--- src/rtl/mul_seq_su.sv ---
// mul_seq_su: iterative RV32M multiplier (MUL, MULH, MULHSU, MULHU).
// Shift-add on operand magnitudes, RADIX_BITS multiplier bits per CALC cycle,
// then one SIGN cycle that negates the 2*XLEN product if needed and selects
// the requested half.
// Optional build macro: MUL_EARLY_OUT_EN -- leave CALC as soon as the
// remaining multiplier bits or the multiplicand are zero. Default build
// (macro undefined) has a fixed XLEN/RADIX_BITS+2 cycle latency.
//
// state | meaning
// IDLE  | ready for a request
// CALC  | shift-add loop, count steps remaining
// SIGN  | apply sign fix, capture result half
// DONE  | result valid, waiting for out_ready
module mul_seq_su #(
  parameter int XLEN       = 32,
  parameter int RADIX_BITS = 2
) (
  input  logic            clk,
  input  logic            rst,
  input  logic            in_valid,
  output logic            in_ready,
  input  logic [1:0]      op,
  input  logic [XLEN-1:0] a,
  input  logic [XLEN-1:0] b,
  input  logic            kill,
  output logic            out_valid,
  input  logic            out_ready,
  output logic [XLEN-1:0] result,
  output logic            busy
);

  localparam int STEPS = XLEN / RADIX_BITS;
  localparam int CW    = $clog2(STEPS) + 1;

  typedef enum logic [1:0] {IDLE, CALC, SIGN, DONE} state_t;

  state_t              state;
  state_t              next_state;
  logic [1:0]          op_q;
  logic                sa_q;
  logic                sb_q;
  logic [2*XLEN-1:0]   mcand;
  logic [XLEN-1:0]     mplier;
  logic [2*XLEN-1:0]   acc;
  logic [CW-1:0]       count;
  logic [XLEN-1:0]     result_q;

  logic                sa_in;
  logic                sb_in;
  logic [XLEN-1:0]     abs_a;
  logic [XLEN-1:0]     abs_b;
  logic [RADIX_BITS-1:0] digit;
  logic [2*XLEN-1:0]   partial;
  logic [2*XLEN-1:0]   acc_sum;
  logic [2*XLEN-1:0]   acc_fix;
  logic [XLEN-1:0]     mplier_rest;

  // Operand signs and magnitudes at accept time; -2^(XLEN-1) maps to
  // 2^(XLEN-1), which fits as an unsigned XLEN-bit value.
  always_comb begin
    sa_in = a[XLEN-1] & ((op == 2'b01) | (op == 2'b10));
    sb_in = b[XLEN-1] & (op == 2'b01);
    abs_a = sa_in ? (~a + {{(XLEN-1){1'b0}}, 1'b1}) : a;
    abs_b = sb_in ? (~b + {{(XLEN-1){1'b0}}, 1'b1}) : b;
  end

  // One radix step of the shift-add loop plus the final sign fix.
  // The multiplicand register is pre-shifted, so no separate shift count
  // is needed; it never loses bits inside 2*XLEN.
  always_comb begin
    digit       = mplier[RADIX_BITS-1:0];
    partial     = mcand * {{(2*XLEN-RADIX_BITS){1'b0}}, digit};
    acc_sum     = acc + partial;
    mplier_rest = mplier >> RADIX_BITS;
    acc_fix     = (sa_q ^ sb_q) ? (~acc + {{(2*XLEN-1){1'b0}}, 1'b1}) : acc;
  end

  // State register.
  always_ff @(posedge clk or posedge rst) begin
    if (rst) state <= IDLE;
    else     state <= next_state;
  end

  // Next-state logic; kill overrides every transition, including accept.
  always_comb begin
    next_state = state;
    case (state)
      IDLE: if (in_valid) next_state = CALC;
      CALC: begin
        if (count == CW'(1)) next_state = SIGN;
`ifdef MUL_EARLY_OUT_EN
        else if ((mplier_rest == '0) || (mcand == '0)) next_state = SIGN;
`endif
      end
      SIGN: next_state = DONE;
      DONE: if (out_ready) next_state = IDLE;
      default: next_state = IDLE;
    endcase
    if (kill) next_state = IDLE;
  end

  // Datapath registers; a killed cycle leaves everything, including the
  // result register, untouched.
  always_ff @(posedge clk or posedge rst) begin
    if (rst) begin
      op_q     <= 2'b00;
      sa_q     <= 1'b0;
      sb_q     <= 1'b0;
      mcand    <= '0;
      mplier   <= '0;
      acc      <= '0;
      count    <= '0;
      result_q <= '0;
    end else if (!kill) begin
      case (state)
        IDLE: begin
          if (in_valid) begin
            op_q   <= op;
            sa_q   <= sa_in;
            sb_q   <= sb_in;
            mcand  <= {{XLEN{1'b0}}, abs_a};
            mplier <= abs_b;
            acc    <= '0;
            count  <= CW'(STEPS);
          end
        end
        CALC: begin
          acc    <= acc_sum;
          mcand  <= mcand << RADIX_BITS;
          mplier <= mplier_rest;
          count  <= count - CW'(1);
        end
        SIGN: begin
          acc      <= acc_fix;
          result_q <= (op_q == 2'b00) ? acc_fix[XLEN-1:0] : acc_fix[2*XLEN-1:XLEN];
        end
        default: ;
      endcase
    end
  end

  assign in_ready  = (state == IDLE);
  assign out_valid = (state == DONE);
  assign busy      = (state != IDLE);
  assign result    = result_q;

endmodule

--- config.mk ---
export PLATFORM = sky130hd
export DESIGN_NAME = mul_seq_su
export DESIGN_NICKNAME = d
export VERILOG_FILES = /design/src/rtl/mul_seq_su.sv
export SDC_FILE = /design/constraint.sdc
export NUM_CORES = 1
export LEC_CHECK = 0
export ABC_AREA = 1
export BUFFER_PORTS_ARGS = -buffer_cell sky130_fd_sc_hd__clkbuf_2
export CAP_MARGIN = 20
export CORE_MARGIN = 2
export CORE_UTILIZATION = 58
export DETAILED_ROUTE_END_ITERATION = 8
export HOLD_SLACK_MARGIN = 0.1
export PLACE_DENSITY = 0.9
export SYNTH_ARGS = -nofsm -noshare
export SYNTH_HDL_FRONTEND = slang
export SYNTH_SLANG_ARGS = --single-unit
export TNS_END_PERCENT = 5
--- constraint.sdc ---
create_clock -name clk -period 7.2 [get_ports clk]
set_input_delay 1.8 -clock clk [delete_from_list [all_inputs] [get_ports clk]]
set_output_delay 1.8 -clock clk [all_outputs]
set_load 0.03 [all_outputs]
# Yosys cells after proc, flatten, opt, wreduce, memory -nomap -nowiden
# Index checks and enable logic that the tools add are counted.
[op_classes]
n_addsub = 5
n_mul = 1
n_eq_ne = 10
muxes = 17
bitwise = 8
n_reduce_logical = 10
[ops]
columns = ["cell", "n"]
rows = [
  ["two-way mux 64 bit", 3],
  ["case mux 64 bit (3 select lines)", 1],
  ["two-way mux 32 bit", 4],
  ["case mux 64 bit (2 select lines)", 1],
  ["adder 32 x 1 -> 32 bit (second input constant)", 2],
  ["adder 64 x 1 -> 64 bit (second input constant)", 1],
  ["adder 64 bit", 1],
  ["multiplier 64 x 2 -> 64 bit", 1],
  ["inverter 32 bit", 2],
  ["inverter 64 bit", 1],
  ["case mux 32 bit (2 select lines)", 1],
  ["AND reduction 3 bit", 4],
  ["case mux 5 bit (2 select lines)", 1],
  ["two-way mux 2 bit", 4],
  ["case mux 2 bit (4 select lines)", 1],
  ["equality test 2 bit (second input constant)", 3],
  ["!= test 3 x 2 -> 1 bit (second input constant)", 2],
  ["equality test 5 x 1 -> 1 bit (second input constant)", 1],
  ["two-way mux 5 bit", 1],
  ["subtractor 5 x 1 -> 5 bit (second input constant)", 1],
  ["equality test 2 x 1 -> 1 bit (second input constant)", 2],
  ["logical NOT 2 bit", 2],
  ["nonzero test 2 bit", 2],
  ["!= test 3 bit (second input constant)", 1],
  ["7 further kinds", 8],
]
[word_totals]
regBits = 203
inputBits = 71
output_inout_bits = 35
word_cells = 60

# Logic depth before layout (Yosys ltp)
[logic_depth]
depth_word = 6
ltp_mapped = 23
ltp_nobuf = 21

# Least setup slack after synthesis
# No wires, ideal clock.
[synth_path]
kind = "register -> register"
start = "reg mplier[1]"
end = "reg acc[29]"
setup_ns = 0.131
arrival_ns = 3.126
required_ns = 7.069
path_slack_ns = 3.943
path_stages_with_launch = 19
path_buffers = 2
synth_period_minus_slack_ns = 3.257
path_cell_list = "dfrtp_1 -> clkbuf_1 -> clkbuf_1 -> nand2_1 -> fa_1 -> inv_1 -> ha_1 -> fa_1 -> nand3_1 -> nand3_1 -> nand3_1 -> nand3b_1 -> nand2_1 -> nand2_1 -> or2_2 -> nand3_1 -> nand2_1 -> nand2_1 -> o21ai_0"
[synth_between]
elab_chain_len = 3
[synth_rtl]
columns = ["element", "line_no", "source"]
rows = [
  ["start: declaration", "43", "logic [XLEN-1:0] mplier;"],
  ["start signal: assignment", "122", "mplier <= abs_b;"],
  ["start signal: assignment", "130", "mplier <= mplier_rest;"],
  ["multiplier 64 x 2 -> 64 bit", "72", "partial = mcand * {{(2*XLEN-RADIX_BITS){1'b0}}, digit};"],
  ["adder 64 bit", "73", "acc_sum = acc + partial;"],
  ["case mux 64 bit (3 select lines)", "115", "case (state)"],
  ["end signal: assignment", "128", "acc <= acc_sum;"],
  ["end signal: assignment", "134", "acc <= acc_fix;"],
  ["end: declaration", "44", "logic [2*XLEN-1:0] acc;"],
]
# No other way between the ends.
# A chain may end at the register's enable or synchronous reset.

# Worst setup path after layout
[layout_path]
start = "reg mplier[1]"
end = "reg acc[22]"
# The elaborated chain is that of the path after synthesis.

==> results.sh <==
export IMPL_status="complete, no violations"
export IMPL_cts_path_max_buffers=3
export IMPL_cp_arrival_ns=4.50
export IMPL_worst_setup_path_start_kind="flop"
export IMPL_syn_nets=3761
export IMPL_r2r_start="mplier[1]"
export IMPL_ys_flop_type="dfrtp_1"
export IMPL_cts_tree="done"
export IMPL_crit_type="reg2reg"
export IMPL_ys_top_cells_by_area="nand2_1, dfrtp_1, inv_1"
export IMPL_final_cell_mix="nand2_1, inv_1, nor2_1"
export IMPL_dr_total_vias=23316
export IMPL_finalSetupViolations=0
export IMPL_coreArea_um2=36300
export IMPL_clk_latency_ns=0.52
export IMPL_layout_commonest_cell="nand2_1"
export IMPL_drtIter0Drc=2487
export IMPL_path_clk_slew_ns=0.06
export IMPL_hold_viol=0
export IMPL_worstSetupEndpointType="flop"
export IMPL_grt_pass1_wl_um=118000
export IMPL_grt_max_degree=144
export IMPL_cap_violations=0
export IMPL_wl_um=75300
export IMPL_die_area_um2=38200
export IMPL_netlist_area_um2=21200
export IMPL_nNetsFinal=3808
export IMPL_vias_per_cell=5.71
export IMPL_ys_seq_area_frac=0.239
export IMPL_synth_cells=3554
export IMPL_holdBufCountCts=0
export IMPL_area_growth_pct=7.78
export IMPL_slew_headroom=0.300
export IMPL_drc=0
export IMPL_hpwl_um=58800
export IMPL_yosys_area_top_type_share=0.243
export IMPL_rows=70
export IMPL_gp_congestion=1.08
export IMPL_finClkSkew_ns=0.0139
export IMPL_required_ns=7.59
export IMPL_antenna_left=0
export IMPL_cp_max_fo=64
export IMPL_finalMaxSlewViolations=0
export IMPL_async_reset_ff_frac=1.00
export IMPL_tightest_slew_ns=1.04
export IMPL_placed_cell_area_um2=22100
export IMPL_post_cts_setup_buffer_count=0
export IMPL_synth_edff_count=0
export IMPL_period_minus_slack_ns=4.11
export IMPL_ys_ff_latch=203
export IMPL_overflow=0
export IMPL_port_buffers=105
export IMPL_hold_path_class="reg2reg"
export IMPL_drive_above_1_share=0.0697
export IMPL_holdCritStartpoint="result[31]"
export IMPL_clkSinkCount=203
export IMPL_first_pass_iters=8
export IMPL_cts_root_buf="clkbuf_16"
export IMPL_stdcell_area_um2=22900
export IMPL_start_util=0.584
export IMPL_io_pins=106
export IMPL_wl_per_cell_um=18.4
export IMPL_insertedDiodeCount=0
export IMPL_rsz0062_at_grt="false"
export IMPL_avgSynthCellArea_um2=5.97
export IMPL_cts_buffers_inserted=22
export IMPL_worstSetupStartpoint="mplier[1]"
export IMPL_yosys_area_top_type="nand2_1"
export IMPL_period_share=0.571
export IMPL_htreeDepth=1
export IMPL_antenna_found_initial=0
export IMPL_grt_total_usage=0.397
export IMPL_clock_fmax_mhz=243
export IMPL_setup_tns_ns=0
export IMPL_grt_pass1_vias=21803
export IMPL_die_width_um=195
export IMPL_synthDistinctLibCells=51
export IMPL_yosysWarningCount=0
export IMPL_cts_resized=0
export IMPL_die_h_um=195
==> state kept, by name, indices dropped and copies added (netlist names) <==
| name | count |
|---|---|
| count | 5 |
| op_q | 2 |
| sb_q | 1 |
| sa_q | 1 |
| state | 2 |
| mcand | 64 |
| mplier | 32 |
| result | 32 |
| acc | 64 |
==> routing by layer <==
| metal | vias to the layer above | share of wire | global-route usage |
|---|---|---|---|
| met1 | 10666 | 0.39 | 0.512 |
| li1 | 11078 | - | - |
| met4 | 0 | 0.062 | 0.208 |
| met3 | 227 | 0.12 | 0.0988 |
| met5 | - | 0 | 0 |
| met2 | 1345 | 0.43 | 0.618 |
==> kinds of logic after synthesis <==
logic type,after synthesis,share of synthesized area
compound gates,423,0.113
xor+xnor,61,0.0252
fa+ha+maj,136,0.102
flops,203,0.239
buf+inv,740,0.134
simple gates,1991,0.387
==> synthesized netlist by cell type, drive strengths merged (48+ instances only) <==
library cell  count
nand2          1381
nor2            328
dfrtp           203
xor2             53
o21ai           207
buf              48
a21oi           115
fa               63
nand3           203
clkbuf           52
inv             633
ha               73
==> per-stage QoR <==
stage	std cells	hold WS (ns)	utilization	setup WS, ns
2_1_floorplan	3554	0.443	-	2.77
3_3_place_gp	4044	0.461	0.607	2.83
3_5_place_dp	4044	0.470	0.607	2.73
4_1_cts	4084	0.485	0.629	3.22
5_1_grt	4085	0.500	0.630	2.85
6_report	4085	0.480	0.630	3.09
==> critical path: stages, from the launching register on <==
cell and delay, ns:
dfrtp_2 0.34, buf_4 0.55, nand2_1 0.17, fa_1 0.56, inv_1 0.07, ha_1 0.36
nand2_1 0.11, nand2_1 0.13, nand2_1 0.10, nand2_1 0.12, o21ai_0 0.22, nand3_1 0.28
o21ai_0 0.59, o21ai_0 0.19, nand2_1 0.09, o21ai_0 0.08
==> worst paths after layout <==
check | endpoint | slack, ns | depth (start not counted)
setup reg to reg | acc[22] | 3.09 | 15
hold reg to reg | result[31] | 0.48 | 2
hold / removal | result[31] | 0.48 | 2
min in group asynchronous | mcand[3] | 1.53 | 3
max in group asynchronous | mcand[38] | 4.31 | 4
setup / recovery | acc[22] | 3.09 | 15
==> layout make-up <==
class,count,area (um2)
fillers,3408,13500
multi-input cells,2611,13300
flip-flops and latches,203,5080
inverters,640,2410
repair buffers,123,686
clock buffers,31,676
well taps,468,586
clock inverters,9,129
Power is not shown: default switching activity piles up to over one toggle a cycle in this logic, so the estimate is an artifact.
